### src/rtl/cond_branch_sequencer_pkg.sv
// Shared types and constants for the LEGv8 conditional-branch sequencer.
// Holds the FSM encoding, the control-word layout, opcode patterns and condition codes.
package cond_branch_sequencer_pkg;

    typedef enum logic [1:0] {
        StIdle   = 2'd0,
        StEval   = 2'd1,
        StBranch = 2'd2,
        StFault  = 2'd3
    } state_e;

    typedef enum logic [1:0] {
        KindCb      = 2'd0,
        KindBc      = 2'd1,
        KindIllegal = 2'd2
    } kind_e;

    localparam int unsigned PSEL_W = 2;
    localparam int unsigned REG_W  = 5;
    localparam int unsigned FSEL_W = 5;
    localparam int unsigned CW_W   = 31;
    localparam int unsigned IMM_W  = 19;

    // Field order, MSB first: psel[30:29] da[28:24] sa[23:19] sb[18:14] fsel[13:9] then flags.
    typedef struct packed {
        logic [PSEL_W-1:0] psel;
        logic [REG_W-1:0]  da;
        logic [REG_W-1:0]  sa;
        logic [REG_W-1:0]  sb;
        logic [FSEL_W-1:0] fsel;
        logic              regw;
        logic              ramw;
        logic              en_mem;
        logic              en_alu;
        logic              en_b;
        logic              en_pc;
        logic              bsel;
        logic              pcsel;
        logic              sl;
    } ctrl_word_t;

    localparam ctrl_word_t CW_NOP = '0;

    localparam logic [FSEL_W-1:0] FSEL_OR_DEFAULT = 5'b00100;
    localparam logic [REG_W-1:0]  DA_NONE         = 5'b11111;

    localparam logic [5:0] OPC_CB = 6'b011010;
    localparam logic [7:0] OPC_BC = 8'h54;

    localparam logic [3:0] COND_EQ = 4'h0;
    localparam logic [3:0] COND_NE = 4'h1;
    localparam logic [3:0] COND_HS = 4'h2;
    localparam logic [3:0] COND_LO = 4'h3;
    localparam logic [3:0] COND_MI = 4'h4;
    localparam logic [3:0] COND_PL = 4'h5;
    localparam logic [3:0] COND_VS = 4'h6;
    localparam logic [3:0] COND_VC = 4'h7;
    localparam logic [3:0] COND_HI = 4'h8;
    localparam logic [3:0] COND_LS = 4'h9;
    localparam logic [3:0] COND_GE = 4'ha;
    localparam logic [3:0] COND_LT = 4'hb;
    localparam logic [3:0] COND_GT = 4'hc;
    localparam logic [3:0] COND_LE = 4'hd;
    localparam logic [3:0] COND_AL = 4'he;
    localparam logic [3:0] COND_NV = 4'hf;

    function automatic kind_e decode_kind(input logic [31:0] ins, input bit en_bcond);
        if (ins[30:25] == OPC_CB) begin
            return KindCb;
        end
        if (en_bcond && (ins[31:24] == OPC_BC) && !ins[4]) begin
            return KindBc;
        end
        return KindIllegal;
    endfunction

endpackage

### src/rtl/cond_eval.sv
// B.cond evaluator: resolves a 4-bit ARM condition code against the N, Z, C, V flags.
module cond_eval
    import cond_branch_sequencer_pkg::*;
(
    input  logic [3:0] cond,
    input  logic       n,
    input  logic       z,
    input  logic       c,
    input  logic       v,
    output logic       pass
);

    always_comb begin
        pass = 1'b0;
        unique case (cond)
            COND_EQ: pass = z;
            COND_NE: pass = !z;
            COND_HS: pass = c;
            COND_LO: pass = !c;
            COND_MI: pass = n;
            COND_PL: pass = !n;
            COND_VS: pass = v;
            COND_VC: pass = !v;
            COND_HI: pass = c && !z;
            COND_LS: pass = !(c && !z);
            COND_GE: pass = (n == v);
            COND_LT: pass = (n != v);
            COND_GT: pass = !z && (n == v);
            COND_LE: pass = !(!z && (n == v));
            COND_AL: pass = 1'b1;
            COND_NV: pass = 1'b1;
        endcase
    end

endmodule

### src/rtl/cond_branch_sequencer.sv
// Multi-cycle CBZ/CBNZ/B.cond sequencer: IDLE -> EVAL -> BRANCH (or FAULT) -> IDLE,
// driving the datapath control word and sign-extended imm19 offset while a branch is in flight.
module cond_branch_sequencer
    import cond_branch_sequencer_pkg::*;
#(
    parameter int unsigned DATA_WIDTH   = 64,
    parameter logic [4:0]  ZERO_REG     = 5'd31,
    parameter logic [4:0]  FSEL_OR      = FSEL_OR_DEFAULT,
    parameter bit          ENABLE_BCOND = 1'b1
) (
    input  logic                  clock,
    input  logic                  reset,
    input  logic                  start,
    input  logic [31:0]           instruction,
    input  logic [4:0]            status,
    output logic [CW_W-1:0]       controlWord,
    output logic [DATA_WIDTH-1:0] K,
    output logic                  busy,
    output logic                  done,
    output logic                  taken,
    output logic                  illegal
);

    state_e      state_q, state_d;
    logic [31:0] instr_q, instr_d;
    logic        taken_q, taken_d;

    logic        flag_v, flag_c, flag_z, flag_n, flag_zi;
    logic        cond_pass;
    logic        k_en;
    kind_e       kind;
    ctrl_word_t  cw;

    assign {flag_v, flag_c, flag_z, flag_n, flag_zi} = status;
    assign kind = decode_kind(instr_q, ENABLE_BCOND);

    cond_eval u_cond_eval (
        .cond (instr_q[3:0]),
        .n    (flag_n),
        .z    (flag_z),
        .c    (flag_c),
        .v    (flag_v),
        .pass (cond_pass)
    );

    always_ff @(posedge clock or posedge reset) begin
        if (reset) begin
            state_q <= StIdle;
            instr_q <= '0;
            taken_q <= 1'b0;
        end else begin
            state_q <= state_d;
            instr_q <= instr_d;
            taken_q <= taken_d;
        end
    end

    always_comb begin
        state_d = state_q;
        instr_d = instr_q;
        taken_d = taken_q;
        cw      = CW_NOP;
        k_en    = 1'b0;
        busy    = 1'b1;
        done    = 1'b0;
        taken   = 1'b0;
        illegal = 1'b0;

        unique case (state_q)
            StIdle: begin
                busy = 1'b0;
                if (start) begin
                    instr_d = instruction;
                    state_d = StEval;
                end
            end
            StEval: begin
                k_en = 1'b1;
                unique case (kind)
                    KindCb: begin
                        // ALU computes XZR | Rt so ZI reflects Rt == 0 this cycle.
                        cw.da   = DA_NONE;
                        cw.sa   = ZERO_REG;
                        cw.sb   = instr_q[4:0];
                        cw.fsel = FSEL_OR;
                        taken_d = flag_zi ^ instr_q[24];
                        state_d = StBranch;
                    end
                    KindBc: begin
                        taken_d = cond_pass;
                        state_d = StBranch;
                    end
                    default: begin
                        state_d = StFault;
                    end
                endcase
            end
            StBranch: begin
                k_en     = 1'b1;
                cw.psel  = {taken_q, 1'b1};
                cw.pcsel = taken_q;
                done     = 1'b1;
                taken    = taken_q;
                state_d  = StIdle;
            end
            StFault: begin
                done    = 1'b1;
                illegal = 1'b1;
                state_d = StIdle;
            end
            default: begin
                state_d = StIdle;
            end
        endcase
    end

    assign controlWord = cw;
    assign K = k_en ? {{(DATA_WIDTH - IMM_W){instr_q[23]}}, instr_q[23:5]} : '0;

endmodule

### config.mk
export PLATFORM = sky130hd
export DESIGN_NAME = cond_branch_sequencer
export DESIGN_NICKNAME = d
export VERILOG_FILES = /design/src/rtl/cond_branch_sequencer_pkg.sv /design/src/rtl/cond_eval.sv /design/src/rtl/cond_branch_sequencer.sv
export SDC_FILE = /design/constraint.sdc
export NUM_CORES = 1
export LEC_CHECK = 0
export ABC_AREA = 1
export BUFFER_PORTS_ARGS = -buffer_cell sky130_fd_sc_hd__buf_2
export CAP_MARGIN = 20
export CORE_ASPECT_RATIO = 0.9
export CORE_MARGIN = 5
export CORE_UTILIZATION = 48
export CTS_BUF_LIST = sky130_fd_sc_hd__clkbuf_8 sky130_fd_sc_hd__clkbuf_16
export DETAILED_ROUTE_END_ITERATION = 10
export PLACE_DENSITY = 0.84
export SLEW_MARGIN = 20
export SYNTH_ARGS = -nofsm -noshare
export SYNTH_HDL_FRONTEND = slang
export SYNTH_HIERARCHICAL = 1
export SYNTH_SLANG_ARGS = --single-unit
### constraint.sdc
create_clock -name clock -period 3.7 [get_ports clock]
set_input_delay 0.74 -clock clock [delete_from_list [all_inputs] [get_ports clock]]
set_output_delay 0.74 -clock clock [all_outputs]
set_load 0.02 [all_outputs]
; Word level (Yosys, flattened, before mapping)
; Cells that the tools add are included.
[classes]
n_lt_le_gt_ge = 0
mul = 0
reduce_logical = 20
addsub = 0
eq_ne = 24
muxes = 21
bitwise = 1
n_div = 0
shifts = 0
[ops]
columns = operator, n
row1 = 2-to-1 mux 64 bit, 1
row2 = 2-to-1 mux 20 bit, 2
row3 = equality test 4 bit (second input constant), 8
row4 = equality test 4 x 3 -> 1 bit (second input constant), 4
row5 = one-hot mux 1 bit (15 select lines), 1
row6 = 2-to-1 mux 2 bit, 6
row7 = 2-to-1 mux 1 bit, 9
row8 = equality test 4 x 2 -> 1 bit (second input constant), 2
row9 = equality test 8 x 7 -> 1 bit (second input constant), 1
row10 = OR reduction 2 bit, 4
row11 = zero test 1 bit, 7
row12 = equality test 6 x 5 -> 1 bit (second input constant), 1
row13 = one-hot mux 2 bit (3 select lines), 1
row14 = equality test 2 x 1 -> 1 bit (second input constant), 2
row15 = equality test 2 bit (second input constant), 2
row16 = equality test 4 x 1 -> 1 bit (second input constant), 1
row17 = zero test 2 bit, 2
row18 = zero test 4 bit, 1
row19 = AND reduction 2 bit, 2
row20 = logical AND 1 bit, 3
row21 = != test 2 bit (second input constant), 1
row22 = one-hot mux 1 bit (2 select lines), 1
row23 = nonzero test 2 bit, 1
row24 = equality test 1 bit, 1
row25 = 2 further kinds, 2
[word_totals]
reg_bits = 35
memories = 0
latch_bits = 0
word_cells = 69
mem_bits_rw = 0
romBits = 0
out_inout_bits = 99

; Logic depth before layout (Yosys ltp)
; Gate-level depths: netlist (run 1).
[depth]
depth_word = 10
depth_mapped = 12
ltp_nobuf = 12

; Cells and area by module
; The synthesis (run 1) kept the hierarchy.
[modules_own_cells]
columns = mod, area_per_inst_um2, seq_area_each_um2, cells_each, instances
row1 = cond_branch_sequencer, 2274.7, 875.8, 246, 1
row2 = cond_eval, 212.7, 0.0, 51, 1

; Worst setup path after synthesis (run 1)
; Ideal clock, no wire load.
[synth_path]
kind = register to output
from = reg state_q[0]
to = out K[19]
stages_incl_launch_ff = 7
t_required_ps = 2960
t_arrival_ps = 1975
slack_ps = 985
path_cell_list = dfrtp_1 inv_1 ha_1 buf_2 nand2_1 inv_1 buf_4
[synth_between]
elab_chain_cells = 4
word_cells_on_any_way = 5
cone_classes = eq/ne: 2 / mux: 2 / reduce/logical: 1
[synth_lines]
columns = element, line
row1 = from (decl), cond_branch_sequencer.sv:24  ; state_e state_q, state_d;
row2 = from (signal assigned), cond_branch_sequencer.sv:48  ; state_q <= StIdle;
row3 = from (signal assigned), cond_branch_sequencer.sv:52  ; state_q <= state_d;
row4 = equality test 2 bit / equality test 2 x 1 -> 1 bit (equally long branches), cond_branch_sequencer.sv:69  ; unique case (state_q)
row5 = OR reduction 2 bit (no source line) (*), -
row6 = 2-to-1 mux 1 bit (*), cond_branch_sequencer.sv:69
row7 = 2-to-1 mux 64 bit (*), cond_branch_sequencer.sv:118  ; assign K = k_en ? {{(DATA_WIDTH - IMM_W){instr_q[23]}}, instr_q[23:5]} : '0;
row8 = to (decl), cond_branch_sequencer.sv:17  ; output logic [DATA_WIDTH-1:0] K,
; Mark *: on every way between the ends. The rest lies on a longest branch, timed or not.

; Worst setup path in the final report (run 1)
[layout_path]
from = reg state_q[1]
to = out K[56]
; The elaborated chain is that of the path after synthesis.

==> results by stage, run 1 <==
Clocking:
- Once the clock tree was built, the setup fixing pass inserted 0 buffers.
- Buffers inserted during clock tree synthesis total 5.
- The hold buffer count at CTS is 0.
- Counting along the longest clock path gives a buffer depth of 2.
- The post-CTS resize count is 0.
- TritonCTS built the clock tree.
- The total number of clock tree sinks is 35.
- The H-tree was split into 2 levels.
- The cell chosen for the clock root is sky130_fd_sc_hd__clkbuf_8.
- After clock tree synthesis, the clock-pin slew on the worst setup and hold paths is 0.07 ns.
- Clock latency on the worst-skew pair, taken at its later pin, is 0.28 ns.

Synth:
- Synthesis instantiated 20 different standard cells from the library.
- The per-instance average area after synthesis is 8.38 sq um.
- The number of synthesized register bits is 35.
- The share of synthesized area in the top cell type comes to 0.352.
- The synthesis warning total is 6.
- The largest total area in the synthesized netlist belongs to sky130_fd_sc_hd__dfrtp_1.
- The sequential element share of the synthesized area is 0.352.
- By area the synthesized netlist is led by sky130_fd_sc_hd__dfrtp_1, sky130_fd_sc_hd__buf_4, sky130_fd_sc_hd__mux2_4, sky130_fd_sc_hd__inv_1, sky130_fd_sc_hd__nand2_1.
- The area of the mapped netlist is 2490 sq um.
- The count of mapped cells out of synthesis is 297.

Global routing:
- The number of global-route vias before repair is 1886.
- The wire length of the first global-routing pass is 8540 um.
- The global-route usage over all layers is 0.154.
- The total congestion overflow after global routing is 0.
- The pin count of the biggest net entering global routing is 47.
- The number of antenna violations at the first check in global routing is 0.

Floorplan:
- The row count is 24.
- The die span in y is 78.3 um.
- The core region is 4920 sq um.
- The die covers 6720 sq um.
- During I/O placement, the number of pins put on the boundary was 139.
- For this configuration, the core starts out at a cell density of 0.505.
- The horizontal die dimension is 85.9 um.

Timing:
- The fmax is 334 MHz.
- After layout, the minimum clock period comes to 2.99 ns.
- Setup repair after global routing left no endpoint under its margin.
- The final cycle utilization of the critical path is 0.809.
- The relative slew slack is 0.304.
- The clock skew is 0.00364 ns.
- The hold violation total from the final report is 0.
- The number of setup violations in the final report is 0.
- The slack of the critical path is 0.708 ns.
- For the pin with the worst max-slew slack, the measured transition is 1.04 ns.
- The summed negative setup slack over all endpoints is 0 ns.
- The number of pins exceeding their max-slew limit in the final report was 0.

Pwr:
- In this run the static leakage power is 1.89 nW.
- The total power per unit cell area is 1070 nW/um^2.
- IR analysis of the VDD net gives a maximum drop of 0.548 mV.

Status:
- The run finished with clean final reports.

Worst setup path:
- In this run the worst path has a maximum fanout of 46.
- The required time of the worst setup path is 2.96 ns.
- The kind of end point of the critical path is an output pin.
- The startpoint type of the worst setup path is a register.
- The setup path with the least slack is of type register to output pin.
- At the worst endpoint, the arrival time is 2.25 ns.

Finish:
- Compared with the post-synthesis result, the final layout area differs by 11.5%.
- Of the cells placed in the final design, the portion with a size suffix greater than 1 is 0.436.
- 0 antenna diodes ended up in the layout.
- Leaving out filler cells and counting taps, the final layout contains 434.
- The finished layout cell area is 2770 sq um.
- The library cell used most frequently in the layout, excluding fill and tap cells, is sky130_fd_sc_hd__buf_2.
- The layout net count is 412.
- In the layout the commonest cells are sky130_fd_sc_hd__buf_2, sky130_fd_sc_hd__inv_1, sky130_fd_sc_hd__nand2_1, sky130_fd_sc_hd__dfrtp_1, sky130_fd_sc_hd__nor2_1.

Routing:
- The detailed router placed 1914 vias in this run.
- For this block, the initial DRC count from the detailed router was 84.
- The routed wire length per instance is 12.1 um.
- For this block, the routed nets add up to 5240 um of wire.
- The detailed-route vias per instance is 4.41.
- The residual antenna-violating net count after detailed routing is 0.
- For this run, design rule violations remaining after detail routing come to 0.
- The number of detailed-route iterations in the first pass is 4.

Min path:
- In this run the worst hold path is classified as register to register.

Place:
- The number of buffers added on ports is 126.
- The congestion estimate from routability-driven global placement came to 0.796.
- After detailed placement, the total cell area comes to 2690 sq um.
- The number of placed instances, taps included, is 426.
- The worst setup slack before clock tree synthesis is 0.966 ns.
- The post-detailed-placement half-perimeter wirelength is 4240 um.

Job:
- The number of max-capacitance violations reported is 0.
-- power breakdown --
part	switching (mW)	leakage (nW)	internal, mW	total [mW]
clock network	0.137	0.0453	0.129	0.266
registers	0.131	0.402	0.571	0.702
logic	1.30	1.44	0.704	2.00
total	1.57	1.89	1.40	2.97
-- per-stage QoR --
step	hold slack, ns	total power, mW	utilization
final	0.508	2.97	0.563
after global routing	0.516	3.20	0.563
after CTS	0.511	3.01	0.563
after detailed placement	0.494	2.74	0.546
after global placement	0.491	2.68	0.546
after floorplan	0.476	2.57	-
-- synth_stat cells, drive strengths merged --
master	n
buf	75
inv	48
a21oi	11
conb	1
dfrtp	35
nor2	30
o21ai	1
nand2	47
or2	1
ha	4
nand4	5
xor2	1
nand3	16
mux2	22
-- flip-flops by register name (all words and copies together) (netlist names) --
| name | cells |
|---|---|
| instr_q | 32 |
| taken_q | 1 |
| state_q | 2 |
-- path summary, 6_finish.rpt --
check / start / to / slack [ns] / depth (start not counted)
max: state_q[1] / K[56] / 0.71 / 6
min: instr_q[16] / instr_q[16] / 0.51 / 1
max reg2reg: state_q[0] / instr_q[14] / 1.69 / 4
min reg2reg: instr_q[16] / instr_q[16] / 0.51 / 1
max in group asynchronous: reset / instr_q[3] / 2.44 / 3
min in group asynchronous: reset / instr_q[10] / 0.56 / 2
-- per-layer routing --
metal  GRT usage  wire (um)  part of all wire
met1       0.180       2030              0.39
met2       0.262       2510              0.48
met3      0.0618        639              0.12
met4      0.0411         61             0.012
met5           0          0                 0
-- worst max-delay path, stage by stage, from the launching register on --
cell and delay (ns):
sky130_fd_sc_hd__dfrtp_1 0.40, sky130_fd_sc_hd__inv_1 0.08, sky130_fd_sc_hd__ha_1 0.28, sky130_fd_sc_hd__buf_4 0.22
sky130_fd_sc_hd__nand2_1 0.07, sky130_fd_sc_hd__inv_1 0.61, sky130_fd_sc_hd__buf_2 0.30
-- kinds of logic (layout without fill, tap and decap cells) --
group	after synthesis	after routing	share of synthesized area
buf+inv	123	184	0.300
flops	35	35	0.352
simple gates	99	99	0.170
fa+ha+maj	4	4	0.0201
xor+xnor	1	1	0.00352
compound gates	12	12	0.0241
mux	22	22	0.128
other cells	1	12	0.00151
-- final cells by class --
| type | instances | area [sq um] |
|---|---|---|
| multi-input cells | 150 | 906 |
| inverters | 48 | 180 |
| repair buffers | 128 | 646 |
| clock buffers | 5 | 68.8 |
| clock inverters | 3 | 16.3 |
| fillers | 452 | 2150 |
| flip-flops and latches | 35 | 876 |
| well taps | 65 | 81.3 |
Power figures use the tool's default switching activity.
==> run 2, diff against run 1 <==
--- a/config.mk
+++ b/config.mk
@@ -10,10 +10,10 @@
 export CAP_MARGIN = 20
 export CORE_ASPECT_RATIO = 0.9
 export CORE_MARGIN = 5
-export CORE_UTILIZATION = 48
+export CORE_UTILIZATION = 41
 export CTS_BUF_LIST = sky130_fd_sc_hd__clkbuf_8 sky130_fd_sc_hd__clkbuf_16
 export DETAILED_ROUTE_END_ITERATION = 10
-export PLACE_DENSITY = 0.84
+export PLACE_DENSITY = 0.76
 export SLEW_MARGIN = 20
 export SYNTH_ARGS = -nofsm -noshare
 export SYNTH_HDL_FRONTEND = slang
==> constraint.sdc (replaced) <==
create_clock -name clock -period 2.5 [get_ports clock]
set_input_delay 0.5 -clock clock [delete_from_list [all_inputs] [get_ports clock]]
set_output_delay 0.5 -clock clock [all_outputs]
set_load 0.02 [all_outputs]
==> results by stage, run 2 (synthesis gave the netlist of run 1 again) <==
Status:
- The flow ran to the end, and the final reports show no timing, DRC or antenna violations.

Finish:
- The library cell used most frequently in the layout, excluding fill and tap cells, is sky130_fd_sc_hd__buf_2.
- The largest registers in the layout are instr_q (32), state_q (2), taken_q (1).
- The filler cell count in the final layout came to 628 (+39%).
- The register with the most flip-flops in the final layout is instr_q.
- From synthesis to final layout, the design area changed by 12.9%.
- The flip-flop count of the largest register, all copies and words added is 32 (unchanged).
- The fraction of layout cells with a size suffix above 1 was 0.441 (+0.00423).
- The library cells used most frequently in the layout, excluding fill and tap cells, are sky130_fd_sc_hd__buf_2, sky130_fd_sc_hd__inv_1, sky130_fd_sc_hd__nand2_1, sky130_fd_sc_hd__dfrtp_1, sky130_fd_sc_hd__nor2_1.
- The number of inserted diodes is 0 (unchanged).
- The total area of multi-input combinational cells is 906 sq um (unchanged).
- The layout net count was 415 (+0.73%).
- The sequential cell area is 876 sq um (unchanged).

Timing:
- The hold violation total from the final report was 0 (unchanged).
- The minimum period implied by the final worst setup slack is 2.20 ns.
- The summed negative setup slack over all endpoints is 0 ns (unchanged).
- Setup repair after global routing left no endpoint under its margin.
- Dividing the final minimum period by the clock period gives 0.878.
- The fmax is 455 MHz.
- The number of pins exceeding their max-slew limit in the final report is 0 (unchanged).
- The clock skew is 0.0104 ns (+0.00675 ns).
- The number of setup violations in the final report was 0 (unchanged).

Pwr:
- The total power per unit cell area was 1560 nW/um^2 (+46%).
- The worst supply voltage drop on vdd is 0.666 mV (+22%).
- The leakage power is 1.90 nW (+0.56%).
- The final total power is 4.38 mW (+48%).

Floorplan:
- The die outline area was 7730 sq um (+15%).
- The floorplan core area came to 6010 sq um (+22%).
- The row count is 27 (+13%).
- The starting density of the core is 0.414 (-0.0914).
- The number of primary I/O pins is 139 (unchanged).
- The horizontal die dimension is 92.1 um (+7.2%).
- The die span in y is 83.9 um (+7.2%).

Routing:
- The number of detailed-route iterations in the first pass is 4 (unchanged).
- The total detailed-routing wirelength is 5190 um (-0.90%).
- The detailed-route vias per instance is 4.30 (-2.5%).
- The wire length on met1 was 2080 um (+2.8%).
- Signal routing reaches up to met4.
- The final routed DRC violation total is 0 (unchanged).
- The routed wire length on met3 is 569 um (-11%).
- The total via count after detailed routing is 1901 (-0.68%).
- The residual antenna-violating net count after detailed routing is 0 (unchanged).
- The total met2 wirelength after detailed routing is 2500 um (-0.52%).
- The routed wire length per instance was 11.7 um (-2.7%).
- The number of design-rule violations left by the first detailed-router iteration is 53 (-37%).

Worst setup path:
- STA classifies the critical path endpoint as an output pin.
- The required time of the worst setup path is 2.00 ns (-0.96 ns).
- The largest fanout of any net on the critical path is 11 (-76%).
- The worst setup path is launched from a register.
- The data arrival time at the worst-slack endpoint came to 1.70 ns (-0.55 ns).
- The startpoint-to-endpoint class of the critical path is register to output pin.

Clocking:
- The number of CTS-inserted buffers was 5 (unchanged).
- TritonCTS built the clock tree.
- The total setup buffers inserted after CTS came to 0 (unchanged).
- The post-CTS resize count was 0 (unchanged).
- The number of buffers on the longest clock path was 2 (unchanged).
- The total number of clock tree sinks is 35 (unchanged).
- The H-tree depth was 2 (unchanged).
- The source-to-sink clock delay at the later pin of the worst-skew pair is 0.28 ns (about the same).
- The cell chosen for the clock root is sky130_fd_sc_hd__clkbuf_8.
- The register clock-pin slew on the reported worst setup and hold paths came to 0.07 ns (about the same).
- The hold buffer count at CTS is 0 (unchanged).

Place:
- The post-detailed-placement half-perimeter wirelength is 4200 um (-0.94%).
- The final weighted congestion in routability-driven placement is 0.814 (+2.2%).
- The number of buffers added on ports is 126 (unchanged).

Global routing:
- The global-route usage over all layers is 0.133 (-0.0214).
- The number of antenna violations at the first check in global routing is 0 (unchanged).
- The pin count of the biggest net entering global routing was 47 (unchanged).
- The wire length of the first global-routing pass came to 8540 um (unchanged).
- The total congestion overflow after global routing is 0 (unchanged).
- The number of global-route vias before repair was 1879 (-0.37%).

Min path:
- In this run the worst hold path is classified as input port to async pin.

Job:
- The number of max-capacitance violations reported is 0 (unchanged).
## run 2: cell types whose count changed in the layout (fill, tap and decap cells not counted), sizes merged
cell / before / now
buf: 128 / 131
clkinv: 1 / 0
inv: 49 / 48
## run 2: metrics by stage
step	utilization	cell area [sq um]	hold slack [ns]	setup slack (ns)	instances
3_5_place_dp	0.454	2730	0.493	0.579	436
2_1_floorplan	-	2530	0.476	0.0252	308
6_report	0.467	2810	0.311	0.304	442
3_3_place_gp	0.454	2730	0.487	0.647	436
5_1_grt	0.467	2810	0.364	0.113	442
4_1_cts	0.467	2810	0.332	0.274	442
## run 2: per-layer routing
| layer | track usage | up-vias |
|---|---|---|
| li1 | - | 967 |
| met1 | 0.153 | 840 |
| met3 | 0.0451 | 5 |
| met2 | 0.236 | 89 |
| met4 | 0.0297 | 0 |
| met5 | 0 | - |
## run 2: area by class of cell
cell class                 count  area share
timing repair buffer         131       0.242
tap                           72      0.0321
multi-input combinational    150       0.322
sequential                    35       0.312
clock inverter                 1     0.00267
clock buffer                   5      0.0245
inverter                      48      0.0641
## run 2: worst paths after layout
path                                   end  cells past startpoint             from  slack, ns
max in group asynchronous       state_q[0]                      3            reset       1.87
max reg2reg                    instr_q[30]                      5       state_q[0]       0.99
max                        controlWord[27]                      5       state_q[1]       0.30
min                            instr_q[10]                      3            reset       0.31
min reg2reg                    instr_q[10]                      1      instr_q[10]       0.51
min in group clock             instr_q[31]                      2  instruction[31]       0.45
## run 2: where the power goes
part | internal, mW | leakage [nW] | switching, mW
combinational | 1.06 | 1.46 | 1.91
clock | 0.185 | 0.0361 | 0.190
sequential | 0.845 | 0.402 | 0.191
total | 2.09 | 1.90 | 2.29
## run 2: worst max-delay path: stages, from the launching register on
cell and delay [ns]:
sky130_fd_sc_hd__dfrtp_1 0.42, sky130_fd_sc_hd__inv_1 0.09, sky130_fd_sc_hd__ha_1 0.20, sky130_fd_sc_hd__nand4_2 0.25
sky130_fd_sc_hd__inv_1 0.26, sky130_fd_sc_hd__buf_2 0.21
==> run 3, diff against run 2 <==
--- a/config.mk
+++ b/config.mk
@@ -9,11 +9,11 @@
 export BUFFER_PORTS_ARGS = -buffer_cell sky130_fd_sc_hd__buf_2
 export CAP_MARGIN = 20
 export CORE_ASPECT_RATIO = 0.9
-export CORE_MARGIN = 5
 export CORE_UTILIZATION = 41
 export CTS_BUF_LIST = sky130_fd_sc_hd__clkbuf_8 sky130_fd_sc_hd__clkbuf_16
 export DETAILED_ROUTE_END_ITERATION = 10
 export PLACE_DENSITY = 0.76
+export SETUP_SLACK_MARGIN = 0.05
 export SLEW_MARGIN = 20
 export SYNTH_ARGS = -nofsm -noshare
 export SYNTH_HDL_FRONTEND = slang
==> constraint.sdc (replaced) <==
create_clock -name clock -period 1.8 [get_ports clock]
set_input_delay 0.36 -clock clock [delete_from_list [all_inputs] [get_ports clock]]
set_output_delay 0.36 -clock clock [all_outputs]
set_load 0.02 [all_outputs]
==> results by stage, run 3 (synthesis gave the netlist of run 1 again) <==
Floorplan:
- The row count was 26 (-3.7%).
- The horizontal die dimension is 84.1 um (-8.7%).
- The die span in y is 75.9 um (-9.5%).
- The starting density of the core is 0.432 (+0.0183).
- The number of primary I/O pins came to 139 (unchanged).
- The die outline area is 6380 sq um (-17%).
- The floorplan core area is 5760 sq um (-4.2%).

Timing:
- The hold violation total from the final report is 0 (unchanged).
- The worst hold slack came to 0.172 ns (-0.140 ns).
- The clock skew is 0.00245 ns (-0.00794 ns).
- The fmax is 522 MHz.
- The minimum period implied by the final worst setup slack is 1.92 ns.
- The final cycle utilization of the critical path is 1.06.
- The slack of the critical path is -0.117 ns (-0.421 ns).
- The number of pins exceeding their max-slew limit in the final report is 0 (unchanged).
- Setup repair after global routing could not meet its margin everywhere.
- The summed negative setup slack over all endpoints is -5.64 ns (-5.64 ns).
- The number of setup violations in the final report is 78 (+78).

Worst setup path:
- The data arrival time at the worst-slack endpoint is 1.56 ns (-0.14 ns).
- The largest fanout of any net on the critical path is 8 (-3).
- The required time of the worst setup path came to 1.44 ns (-0.56 ns).
- The startpoint type of the worst setup path is a register.
- The cell with the largest stage delay on the worst path is sky130_fd_sc_hd__dfrtp_1.
- The startpoint-to-endpoint class of the critical path is register to output pin.
- The critical path's largest stage delay came to 0.40 ns (-0.02 ns).
- The number of buffer and inverter stages on the critical path was 4 (+1).
- The kind of end point of the critical path is an output pin.
- The cell type group with the largest total delay on the critical path is buffers and inverters.
- The signal on the critical path passes through inv_2 -> buf_6 -> ha_4 -> nand4_4 -> clkinvlp_4 -> buf_4.

Finish:
- The fraction of layout cells with a size suffix above 1 is 0.482 (+0.0411).
- The post-layout instance count excluding filler cells is 452 (+2.3%).
- The library cells used most frequently in the layout, excluding fill and tap cells, are sky130_fd_sc_hd__buf_4, sky130_fd_sc_hd__buf_2, sky130_fd_sc_hd__nand2_1, sky130_fd_sc_hd__inv_1, sky130_fd_sc_hd__dfrtp_1.
- The number of inserted diodes is 0 (unchanged).
- The largest registers in the layout are instr_q (32), state_q (2), taken_q (1).
- The flip-flop count of the largest register, all copies and words added is 32 (unchanged).
- The register with the highest flop count is instr_q.
- The layout net count was 425 (+2.4%).
- The most common library cell in the layout ignoring fill and taps is sky130_fd_sc_hd__buf_4.
- The area growth from synthesis to layout is 29.6%.

Status:
- The flow ran to the end, but the final reports show violations.
- The checks that failed: DRC, setup timing.

Routing:
- The routed wire length per instance was 11.8 um (+0.80%).
- The total via count after detailed routing was 1957 (+2.9%).
- The residual antenna-violating net count after detailed routing is 0 (unchanged).
- The number of detailed-route iterations in the first pass is 7 (+3).
- The number of design-rule violations left by the first detailed-router iteration is 105 (+98%).
- The final routed DRC violation total came to 26 (+26).
- The detailed-route vias per instance is 4.33 (+0.67%).
- The total detailed-routing wirelength was 5350 um (+3.1%).

Global routing:
- The total congestion overflow after global routing is 0 (unchanged).
- The wire length of the first global-routing pass is 7960 um (-6.8%).
- The number of antenna violations at the first check in global routing is 0 (unchanged).
- The global-route usage over all layers is 0.159 (+0.0263).
- The number of global-route vias before repair is 1651 (-12%).
- The pin count of the biggest net entering global routing is 43 (-8.5%).

Place:
- The total placed cells including tap cells is 433 (-0.69%).
- The worst setup slack before clock tree synthesis came to -0.0398 ns (-0.619 ns).
- The post-detailed-placement half-perimeter wirelength is 3730 um (-11%).
- The number of buffers added on ports is 126 (unchanged).
- The final weighted congestion in routability-driven placement is 0.905 (+11%).

Pwr:
- The worst supply voltage drop on vdd was 1.01 mV (+52%).
- The leakage power is 1.97 nW (+3.8%).
- The final total power came to 7.14 mW (+63%).
- The total power per unit cell area is 2220 nW/um^2 (+42%).

Job:
- The number of max-capacitance violations reported came to 0 (unchanged).

Clocking:
- The number of CTS-inserted buffers is 5 (unchanged).
- TritonCTS built the clock tree.
- The register clock-pin slew on the reported worst setup and hold paths is 0.07 ns (about the same).
- The cell chosen for the clock root is sky130_fd_sc_hd__clkbuf_8.
- The total number of clock tree sinks is 35 (unchanged).
- The number of buffers on the longest clock path is 2 (unchanged).
- The source-to-sink clock delay at the later pin of the worst-skew pair is 0.28 ns (about the same).
- The H-tree depth came to 2 (unchanged).

Min path:
- The type of the tightest min-delay check is input port to async pin.
run 3: worst reg2reg max path, stage by stage (launching register included):
cell	delay (ns)
sky130_fd_sc_hd__dfrtp_1	0.45
sky130_fd_sc_hd__nor2_1	0.25
sky130_fd_sc_hd__nand2_1	0.08
sky130_fd_sc_hd__nand3_1	0.09
sky130_fd_sc_hd__nand2_1	0.05
sky130_fd_sc_hd__nand2_1	0.07
sky130_fd_sc_hd__nor2_1	0.05
sky130_fd_sc_hd__nand3_1	0.10
sky130_fd_sc_hd__nand4_1	0.12
sky130_fd_sc_hd__nand2_1	0.09
sky130_fd_sc_hd__nand2_1	0.05
sky130_fd_sc_hd__nand2_1	0.05
run 3: cell type report:
type / instances / area (sq um)
repair buffers: 140 / 1000
fillers: 513 / 2530
well taps: 70 / 87.6
clock inverters: 3 / 16.3
clock buffers: 5 / 68.8
multi-input cells: 150 / 975
repair inverters: 1 / 7.51
inverters: 48 / 188
flip-flops and latches: 35 / 876
run 3: where the power goes:
part           internal (mW)  leakage, nW  total [mW]  switching, mW
logic                   2.27         1.53        5.16           2.89
clock network          0.264       0.0453       0.543          0.279
registers               1.17        0.402        1.44          0.267
total                   3.71         1.97        7.14           3.43
run 3: path summary, 6_finish.rpt:
path,cells after the start,start,slack (ns),to
worst max-delay path,6,state_q[1],-0.12,controlWord[26]
worst max register to register,11,instr_q[1],0.30,taken_q
min in group clock,2,instruction[30],0.30,instr_q[30]
worst min register to register,1,instr_q[6],0.51,instr_q[6]
max in group asynchronous,3,reset,1.30,instr_q[2]
worst min-delay path,3,reset,0.17,instr_q[5]
run 3: routing by layer:
metal,global-route usage,vias up,wire (um)
met5,0,-,0
met4,0.0421,0,33
met3,0.0390,6,475
met2,0.289,107,2570
met1,0.193,854,2280
li1,-,990,-
run 3: repair_timing:
action,4_1_cts,5_1_grt
cloned,2,0
pin swaps,1,2
hold endpoints to repair,0,0
gates resized for setup,78,18
endpoints found under the setup margin,81,83
hold buffers,0,0
setup buffers,6,4
run 3: per-stage QoR:
step / area [sq um] / utilization
6_report: 3220 / 0.560
5_1_grt: 3220 / 0.560
4_1_cts: 3130 / 0.544
3_5_place_dp: 2750 / 0.478
3_3_place_gp: 2750 / 0.478
2_1_floorplan: 2550 / -
